<file path="src/rtl/throw_turn_if.sv">
// Signal bundle between the turn scheduler and its surroundings (keyboard, bar, projectile).
// The slave modport is the scheduler's view; the master modport is the environment's.
interface throw_turn_if #(
    parameter int unsigned FORCE_W = 10
);
    logic               frame_tick;
    logic               key_p1;
    logic               key_p2;
    logic               restart;
    logic [FORCE_W-1:0] force_in;
    logic               proj_done;
    logic               proj_hit;
    logic               charge_en;
    logic               active_player;
    logic               launch;
    logic [FORCE_W-1:0] launch_force;
    logic [3:0]         score_p1;
    logic [3:0]         score_p2;
    logic               game_over;
    logic               foul;

    modport slave (
        input  frame_tick, key_p1, key_p2, restart, force_in, proj_done, proj_hit,
        output charge_en, active_player, launch, launch_force, score_p1, score_p2,
               game_over, foul
    );

    modport master (
        output frame_tick, key_p1, key_p2, restart, force_in, proj_done, proj_hit,
        input  charge_en, active_player, launch, launch_force, score_p1, score_p2,
               game_over, foul
    );
endinterface

</file>
<file path="src/rtl/throw_turn_ctl.sv">
// Two-player turn scheduler for the shared throw power bar: charge gating, force capture,
// launch, flight outcome, scoring, cooldown and player hand-over.
module throw_turn_ctl #(
    parameter int unsigned FORCE_W         = 10,
    parameter int unsigned MIN_FORCE       = 4,
    parameter int unsigned SETTLE_CYC      = 2,
    parameter int unsigned FLIGHT_TIMEOUT  = 50_000_000,
    parameter int unsigned COOLDOWN_FRAMES = 30,
    parameter int unsigned WIN_SCORE       = 5
) (
    input logic           clk,
    input logic           rst_n,
    throw_turn_if.slave   bus
);

    typedef enum logic [2:0] {
        StIdle, StCharge, StSettle, StFlight, StCooldown, StGameOver
    } state_e;

    state_e             state_q;
    logic               armed_q;
    logic [31:0]        cnt_q;
    logic               charge_q;
    logic               player_q;
    logic               launch_q;
    logic [FORCE_W-1:0] force_q;
    logic [3:0]         s1_q;
    logic [3:0]         s2_q;
    logic               go_q;
    logic               foul_q;

    logic               key_act;
    logic [3:0]         score_act;
    logic [3:0]         score_inc;
    logic [31:0]        cnt_inc;

    always_comb begin
        key_act   = player_q ? bus.key_p2 : bus.key_p1;
        score_act = player_q ? s2_q : s1_q;
        score_inc = (score_act == 4'hF) ? 4'hF : score_act + 4'd1;
        cnt_inc   = cnt_q + 32'd1;
    end

    always_ff @(posedge clk or negedge rst_n) begin
        if (!rst_n) begin
            state_q  <= StIdle;
            armed_q  <= 1'b0;
            cnt_q    <= '0;
            charge_q <= 1'b0;
            player_q <= 1'b0;
            launch_q <= 1'b0;
            force_q  <= '0;
            s1_q     <= '0;
            s2_q     <= '0;
            go_q     <= 1'b0;
            foul_q   <= 1'b0;
        end else begin
            launch_q <= 1'b0;
            foul_q   <= 1'b0;
            case (state_q)
                StIdle: begin
                    charge_q <= 1'b0;
                    // A key already held on entry must be released before it can start a charge
                    if (!key_act) armed_q <= 1'b1;
                    if (armed_q && key_act) begin
                        charge_q <= 1'b1;
                        state_q  <= StCharge;
                    end
                end
                StCharge: begin
                    if (key_act) begin
                        charge_q <= 1'b1;
                    end else begin
                        charge_q <= 1'b0;
                        cnt_q    <= '0;
                        state_q  <= StSettle;
                    end
                end
                StSettle: begin
                    if (cnt_inc >= SETTLE_CYC) begin
                        cnt_q <= '0;
                        if (bus.force_in < FORCE_W'(MIN_FORCE)) begin
                            foul_q  <= 1'b1;
                            state_q <= StCooldown;
                        end else begin
                            force_q  <= bus.force_in;
                            launch_q <= 1'b1;
                            state_q  <= StFlight;
                        end
                    end else begin
                        cnt_q <= cnt_inc;
                    end
                end
                StFlight: begin
                    // proj_done is checked first so it wins over a coincident timeout
                    if (bus.proj_done) begin
                        cnt_q   <= '0;
                        state_q <= StCooldown;
                        if (bus.proj_hit) begin
                            if (player_q) s2_q <= score_inc;
                            else          s1_q <= score_inc;
                            if (score_inc == 4'(WIN_SCORE)) begin
                                go_q    <= 1'b1;
                                state_q <= StGameOver;
                            end
                        end
                    end else if (cnt_q == 32'(FLIGHT_TIMEOUT - 1)) begin
                        cnt_q   <= '0;
                        state_q <= StCooldown;
                    end else begin
                        cnt_q <= cnt_inc;
                    end
                end
                StCooldown: begin
                    if (bus.frame_tick) begin
                        if (cnt_inc >= COOLDOWN_FRAMES) begin
                            cnt_q    <= '0;
                            player_q <= ~player_q;
                            armed_q  <= 1'b0;
                            state_q  <= StIdle;
                        end else begin
                            cnt_q <= cnt_inc;
                        end
                    end
                end
                StGameOver: begin
                    charge_q <= 1'b0;
                    if (bus.restart) begin
                        s1_q     <= '0;
                        s2_q     <= '0;
                        player_q <= 1'b0;
                        go_q     <= 1'b0;
                        armed_q  <= 1'b0;
                        cnt_q    <= '0;
                        state_q  <= StIdle;
                    end
                end
                default: state_q <= StIdle;
            endcase
        end
    end

    assign bus.charge_en     = charge_q;
    assign bus.active_player = player_q;
    assign bus.launch        = launch_q;
    assign bus.launch_force  = force_q;
    assign bus.score_p1      = s1_q;
    assign bus.score_p2      = s2_q;
    assign bus.game_over     = go_q;
    assign bus.foul          = foul_q;

endmodule

</file>
<file path="src/flat_wrapper.sv">
// flat-port wrapper written by rule: the top's interface ports become plain ports
module throw_turn_ctl_flat 
#(
    parameter int unsigned FORCE_W         = 10,
    parameter int unsigned MIN_FORCE       = 4,
    parameter int unsigned SETTLE_CYC      = 2,
    parameter int unsigned FLIGHT_TIMEOUT  = 50_000_000,
    parameter int unsigned COOLDOWN_FRAMES = 30,
    parameter int unsigned WIN_SCORE       = 5
)
  (clk, rst_n, bus_frame_tick, bus_key_p1, bus_key_p2, bus_restart, bus_force_in, bus_proj_done, bus_proj_hit, bus_charge_en, bus_active_player, bus_launch, bus_launch_force, bus_score_p1, bus_score_p2, bus_game_over, bus_foul);
  throw_turn_if #(.FORCE_W(FORCE_W)) bus_i ();
  input logic clk;
  input logic rst_n;
  input wire logic [$bits(bus_i.frame_tick)-1:0] bus_frame_tick;
  input wire logic [$bits(bus_i.key_p1)-1:0] bus_key_p1;
  input wire logic [$bits(bus_i.key_p2)-1:0] bus_key_p2;
  input wire logic [$bits(bus_i.restart)-1:0] bus_restart;
  input wire logic [$bits(bus_i.force_in)-1:0] bus_force_in;
  input wire logic [$bits(bus_i.proj_done)-1:0] bus_proj_done;
  input wire logic [$bits(bus_i.proj_hit)-1:0] bus_proj_hit;
  output wire logic [$bits(bus_i.charge_en)-1:0] bus_charge_en;
  output wire logic [$bits(bus_i.active_player)-1:0] bus_active_player;
  output wire logic [$bits(bus_i.launch)-1:0] bus_launch;
  output wire logic [$bits(bus_i.launch_force)-1:0] bus_launch_force;
  output wire logic [$bits(bus_i.score_p1)-1:0] bus_score_p1;
  output wire logic [$bits(bus_i.score_p2)-1:0] bus_score_p2;
  output wire logic [$bits(bus_i.game_over)-1:0] bus_game_over;
  output wire logic [$bits(bus_i.foul)-1:0] bus_foul;
  assign bus_i.frame_tick = bus_frame_tick;
  assign bus_i.key_p1 = bus_key_p1;
  assign bus_i.key_p2 = bus_key_p2;
  assign bus_i.restart = bus_restart;
  assign bus_i.force_in = bus_force_in;
  assign bus_i.proj_done = bus_proj_done;
  assign bus_i.proj_hit = bus_proj_hit;
  assign bus_charge_en = bus_i.charge_en;
  assign bus_active_player = bus_i.active_player;
  assign bus_launch = bus_i.launch;
  assign bus_launch_force = bus_i.launch_force;
  assign bus_score_p1 = bus_i.score_p1;
  assign bus_score_p2 = bus_i.score_p2;
  assign bus_game_over = bus_i.game_over;
  assign bus_foul = bus_i.foul;
  throw_turn_ctl #(.FORCE_W(FORCE_W), .MIN_FORCE(MIN_FORCE), .SETTLE_CYC(SETTLE_CYC), .FLIGHT_TIMEOUT(FLIGHT_TIMEOUT), .COOLDOWN_FRAMES(COOLDOWN_FRAMES), .WIN_SCORE(WIN_SCORE)) u_core (.clk(clk), .rst_n(rst_n), .bus(bus_i));
endmodule
</file>
<file path="config.mk">
export PLATFORM = sky130hd
export DESIGN_NAME = throw_turn_ctl_flat
export DESIGN_NICKNAME = d
export VERILOG_FILES = /design/src/rtl/throw_turn_if.sv /design/src/rtl/throw_turn_ctl.sv /design/src/flat_wrapper.sv
export SDC_FILE = /design/constraint.sdc
export NUM_CORES = 1
export LEC_CHECK = 0
export CAP_MARGIN = 20
export CORE_AREA = 2 2 99 101
export DETAILED_ROUTE_END_ITERATION = 10
export DIE_AREA = 0 0 101 103
export HOLD_SLACK_MARGIN = 0.08
export PLACE_DENSITY = 0.7
export SLEW_MARGIN = 20
export SYNTH_ARGS = -nofsm -noshare
export SYNTH_HDL_FRONTEND = slang
export SYNTH_SLANG_ARGS = --single-unit
</file>
<file path="constraint.sdc">
create_clock -name clk -period 3.45 [get_ports clk]
set_input_delay 0.345 -clock clk [delete_from_list [all_inputs] [get_ports clk]]
set_output_delay 0.345 -clock clk [all_outputs]
set_load 0.02 [all_outputs]
</file>
Word level (Yosys, flattened, before mapping). Index checks and enable logic that the tools add are counted.

Mux-type cells: 53. Order comparisons: 3. Bitwise gates (word level): 2. Add/sub/neg operators: 2. Reduce and logical (&&, ||, !) cells: 15. Equal/unequal tests: 21.

Operators with widths (number): 32-bit two-way mux (7); 32-bit case mux with 5 select lines (1); 4-bit two-way mux (9); 32-bit by 1-bit adder with 32-bit output (second input constant) (1); 32-bit by 26-bit equality test with 1-bit output (second input constant) (1); 32-bit by 2-bit >= comparator with 1-bit output (second input constant) (1); 32-bit by 5-bit >= comparator with 1-bit output (second input constant) (1); 3-bit two-way mux (10); 5-bit AND reduction (4); 1-bit two-way mux (19); 3-bit case mux with 6 select lines (1); 4-bit case mux with 2 select lines (2); 2-bit inequality test (second input constant) (7); 10-bit by 3-bit < comparator with 1-bit output (second input constant) (1); 2-bit by 1-bit inequality test with 1-bit output (second input constant) (5); 4-bit AND reduction (2); 7-bit AND reduction (1); 3-bit by 2-bit equality test with 1-bit output (second input constant) (2); 3-bit equality test (second input constant) (2); 1-bit case mux with 3 select lines (2); 3-bit nonzero test (2); 5-bit nonzero test (1); 4-bit by 1-bit adder with 4-bit output (second input constant) (1); 4-bit by 3-bit equality test with 1-bit output (second input constant) (1); other kinds (9) (12).

Bits in registers: 59. Logic and storage cells: 107. Bits of input ports: 18.

Logic depth before layout (Yosys ltp).
Depth in word-level cells: 8. Depth in mapped cells: 14. Mapped depth without buffers: 10.

Worst setup path after synthesis. OpenSTA, ideal clock, no wires.

Path type: register to register. From: register u_core.cnt_q[0]. To: register u_core.force_q[1], in the netlist u_core.bus.launch_force[1]. Setup time: 0.125 ns. Clock period less this slack: 3.326 ns. Stages on the path, launching flop included: 13. Arrival time: 3.201 ns. Setup slack: 0.124 ns. Path buffers: 2. Cells stage by stage: dfrtp_1 -> ha_1 -> nand4_2 -> nor2_1 -> nand2_1 -> nor3_1 -> xor2_1 -> or4_1 -> buf_2 -> nand3b_4 -> o211ai_2 -> buf_6 -> mux2_4.

Word-level cells in the longest chain between the ends: 3.

RTL lines: from (decl) (RTL line throw_turn_ctl.sv:22) `logic [31:0] cnt_q;`; from (signal assigned) (RTL line throw_turn_ctl.sv:91) `cnt_q <= cnt_inc;`; from (signal assigned) (RTL line throw_turn_ctl.sv:111) `cnt_q <= cnt_inc;`; from (signal assigned) (RTL line throw_turn_ctl.sv:122) `cnt_q <= cnt_inc;`; 32-bit by 1-bit adder with 32-bit output (RTL line throw_turn_ctl.sv:41) `cnt_inc = cnt_q + 32'd1;`; 32-bit by 2-bit >= comparator with 1-bit output (RTL line throw_turn_ctl.sv:80) `if (cnt_inc >= SETTLE_CYC) begin`; 3-bit AND reduction (no line); to (signal assigned) (RTL line throw_turn_ctl.sv:86) `force_q <= bus.force_in;`; to (decl) (RTL line throw_turn_ctl.sv:26) `logic [FORCE_W-1:0] force_q;`.

Every way passes these cells. A chain may end at the register's enable or synchronous reset.

Final worst setup path.
From: register u_core.cnt_q[4]. To: register u_core.force_q[0], in the netlist u_core.bus.launch_force[0].

Same word-level chain as after synthesis.

==> impl_metrics.yaml <==
timing:
  fmax_ghz: 0.3064
  finalHoldViolCount: 0
  drv_slew: 0
  fin_tns_setup_ns: 0
  setup_viol: 0
  finalCritPeriodShare_pct: 94.60
  relSlewSlack_pct: 49.03
  worst_pin_slew_ns: 0.7581
  clock_skew_ns: 0.01383
  fin_crit_ns: 3.264
  rsz0062_at_grt: "false"
drt:
  dr.pass1.iters: 4
  drc: 0
  route.vias.total: 3572
  drt-wirelength-per-cell_um: 17.27
  dr.first_iter.drc_count: 203
  routed_wl_mm: 10.29
  routed_via_density: 5.993
  ant_nets: 0
pwr:
  ir_drop_mv: 0.3549
  switching_share_pct: 39.06
  pwr-share-seq_pct: 32.6
  total_power_mw: 3.048
  powerDensity_nw_per_um2: 645.3
  p_clk_share_pct: 21.6
  p_leak_nw: 1.870
  p_sw_mw: 1.190
  p_int_mw: 1.858
  power_frac_comb_pct: 45.8
worst_setup_path:
  r2r-start: "u_core.cnt_q[4]$_DFFE_PN0P_"
  cp-end-kind: "flop"
  crit_type: "reg -> reg"
  path_max_fanout: 11
  cp.arrival_ns: 3.51
  start_kind: "flop"
  crit_start: "u_core.cnt_q[4]$_DFFE_PN0P_"
  cp.required_ns: 3.70
synth:
  yosys_most_used_dff: "dfrtp_1"
  syn_area_per_cell_um2: 8.964
  synthArstFlopShare_pct: 100.0
  yosysWarnings: 0
  yosysSeqAreaShare_pct: 38.04
  synth_area_leader_cell: "dfrtp_1"
  synth_area_leaders: "dfrtp_1, nand2_1, mux2_2"
  ys_ff_latch: 59
  synth_top_area_share_pct: 38.04
  synth_edf_count: 0
  synth_cell_types: 68
  synth_nets: 454
  synth_cells: 433
  syn_area_um2: 3881
layout:
  num-fill-cells: 908
  drive_above_1_share_pct: 18.26
  instances_no_fill: 596
  area_growth_pct: 21.70
  final_nets: 498
  antenna_cells: 0
  final_area_um2: 4723
outcome:
  status: "finished clean"
run:
  cap_violations: 0
place:
  dp.cells: 577
  dpl-instance-area_um2: 4467
  place.gp.congestion: 0.9373
  port-buffer-count: 40
  dp_hpwl_mm: 7.369
cts:
  cts_buffers: 9
  cts_htree_levels: 3
  clockBufferDepth: 2
  root_buffer: "clkbuf_8"
  clock_latency_ns: 0.36
  cts.sinks: 59
  clkTransAtPathRegs_ns: 0.09
  cts_tree: "yes"
die:
  die_area_um2: 10400
  pin_count: 41
  design.core.area_um2: 9459
  initial_core_util_pct: 41.03
  std_cell_rows: 36
  die_x_um: 101
  die_y_um: 103
global_routing:
  grt_max_degree: 46
  grt-ovfl-total: 0
  antenna_found_initial: 0
  grt_first_pass_wirelength_mm: 17.04
  grt_pass1_vias: 3426
  grt_use_total_pct: 20.83
min_path:
  min_from: "u_core.bus.launch_force[0]$_DFFE_PN0P_"
  min_path_type: "reg -> reg"
## power by group through the flow
stage	sequential (mW)	combinational [mW]	clock [mW]
floorplan	1.09	0.765	0
global placement	0.992	1.36	0
detailed placement	0.999	1.39	0
CTS	0.991	1.39	0.675
global route	1.02	1.52	0.706
finish	0.994	1.40	0.658
## Yosys cell counts (3+ instances only)
cell type	instances
a21oi_1	17
and2_1	6
and3_1	5
and4_1	4
buf_2	12
clkbuf_1	17
clkbuf_2	3
dfrtp_1	59
ha_1	3
inv_1	9
mux2_2	13
mux2_4	9
mux2i_1	5
nand2_1	46
nand2b_1	4
nand3_1	26
nand3b_1	4
nand4_1	12
nor2_1	33
nor2b_1	5
nor3_1	9
nor4_1	9
o211ai_1	16
o21ai_0	20
o22ai_1	6
o31ai_1	19
or4_1	3
xor2_1	8
## path summary, 6_finish.rpt
check                                                    endpoint  slack [ns]  cells past startpoint
max                        u_core.bus.launch_force[0]$_DFFE_PN0P_        0.19                     10
min                        u_core.bus.launch_force[0]$_DFFE_PN0P_        0.51                      1
max reg2reg                u_core.bus.launch_force[0]$_DFFE_PN0P_        0.19                     10
min reg2reg                u_core.bus.launch_force[0]$_DFFE_PN0P_        0.51                      1
max in group asynchronous        u_core.bus.game_over$_DFFE_PN0P_        2.25                      3
min in group asynchronous            u_core.cnt_q[19]$_DFFE_PN0P_        0.54                      2
## placed cells by master, fill, tap and decap left out, types with 5 or more instances in the layout
cell and count:
a21oi_1 17, and2_1 5, and3_1 5, buf_4 24, clkbuf_8 9, clkdlybuf4s50_1 39, dfrtp_1 57, inv_1 9
mux2_2 13, mux2_4 9, mux2i_1 5, nand2_1 46, nand3_1 26, nand4_1 12, nor2_1 33, nor2b_1 5
nor3_1 8, nor4_1 8, o211ai_1 16, o21ai_0 20, o22ai_1 6, o31ai_1 19, xor2_1 8
## logic make-up (layout without fill, tap and decap cells)
group	count (synthesis)	in the layout	share of synthesized area, %
fa+ha+maj	3	3	0.9672
mux	28	28	9.123
flops	59	59	38.04
compound gates	108	108	19.31
xor+xnor	10	10	2.257
simple gates	182	182	25.37
buf+inv	43	92	4.932
## through the flow
stage | setup slack, ns | utilization [%] | hold WS [ns]
6_report | 0.1863 | 49.93 | 0.5120
5_1_grt | 0.009566 | 49.93 | 0.5309
4_1_cts | 0.04607 | 49.35 | 0.2205
3_5_place_dp | 0.05285 | 47.22 | 0.4946
3_3_place_gp | 0.1574 | 47.22 | 0.4898
2_1_floorplan | 0.1237 | - | 0.04941
## metal layers
layer,vias to the layer above,global-route usage (%),share of wire [%]
li1,1717,-,-
met3,15,3.322,4.4
met4,0,10.29,1.7
met1,1771,28.55,46
met2,69,32.15,48
met5,-,0,0
## worst max-delay path, cell delays in order, from the launching register on
cell       delay, ns
dfrtp_1         0.47
and4_2          0.37
nand2_1         0.29
nor4_2          0.33
o2bb2ai_1       0.14
o2111ai_1       0.17
or4_1           0.48
nand3b_4        0.20
o211ai_2        0.20
buf_12          0.17
mux2_2          0.33
## what timing repair did
| action | CTS | global route |
|---|---|---|
| endpoints found under the setup margin | 0 | 39 |
| resized for setup | 0 | 9 |
| buffers inserted | 0 | 2 |
| hold endpoints to repair | 0 | 44 |
| hold buffers | 0 | 1 |
## registers in the layout, indices dropped and copies added (netlist names)
| register | flops |
|---|---|
| u_core.cnt_q | 32 |
| u_core.armed_q | 1 |
| u_core.bus.launch_force | 10 |
| u_core.bus.foul | 1 |
| u_core.bus.active_player | 1 |
| u_core.bus.score_p2 | 4 |
| u_core.bus.launch | 1 |
| u_core.bus.charge_en | 1 |
| u_core.state_q | 3 |
| u_core.bus.game_over | 1 |
| u_core.bus.score_p1 | 4 |
## cell type report
| type | count | area (µm²) | area share (%) |
|---|---|---|---|
| clock inverters | 7 | 77.57 | 1.642 |
| repair buffers | 67 | 631.9 | 13.38 |
| inverters | 9 | 33.78 | 0.7152 |
| well taps | 114 | 142.6 | 3.020 |
| multi-input cells | 331 | 2235 | 47.31 |
| flip-flops and latches | 59 | 1479 | 31.31 |
| clock buffers | 9 | 123.9 | 2.623 |
Note: power is estimated with default switching activity, not from simulation.
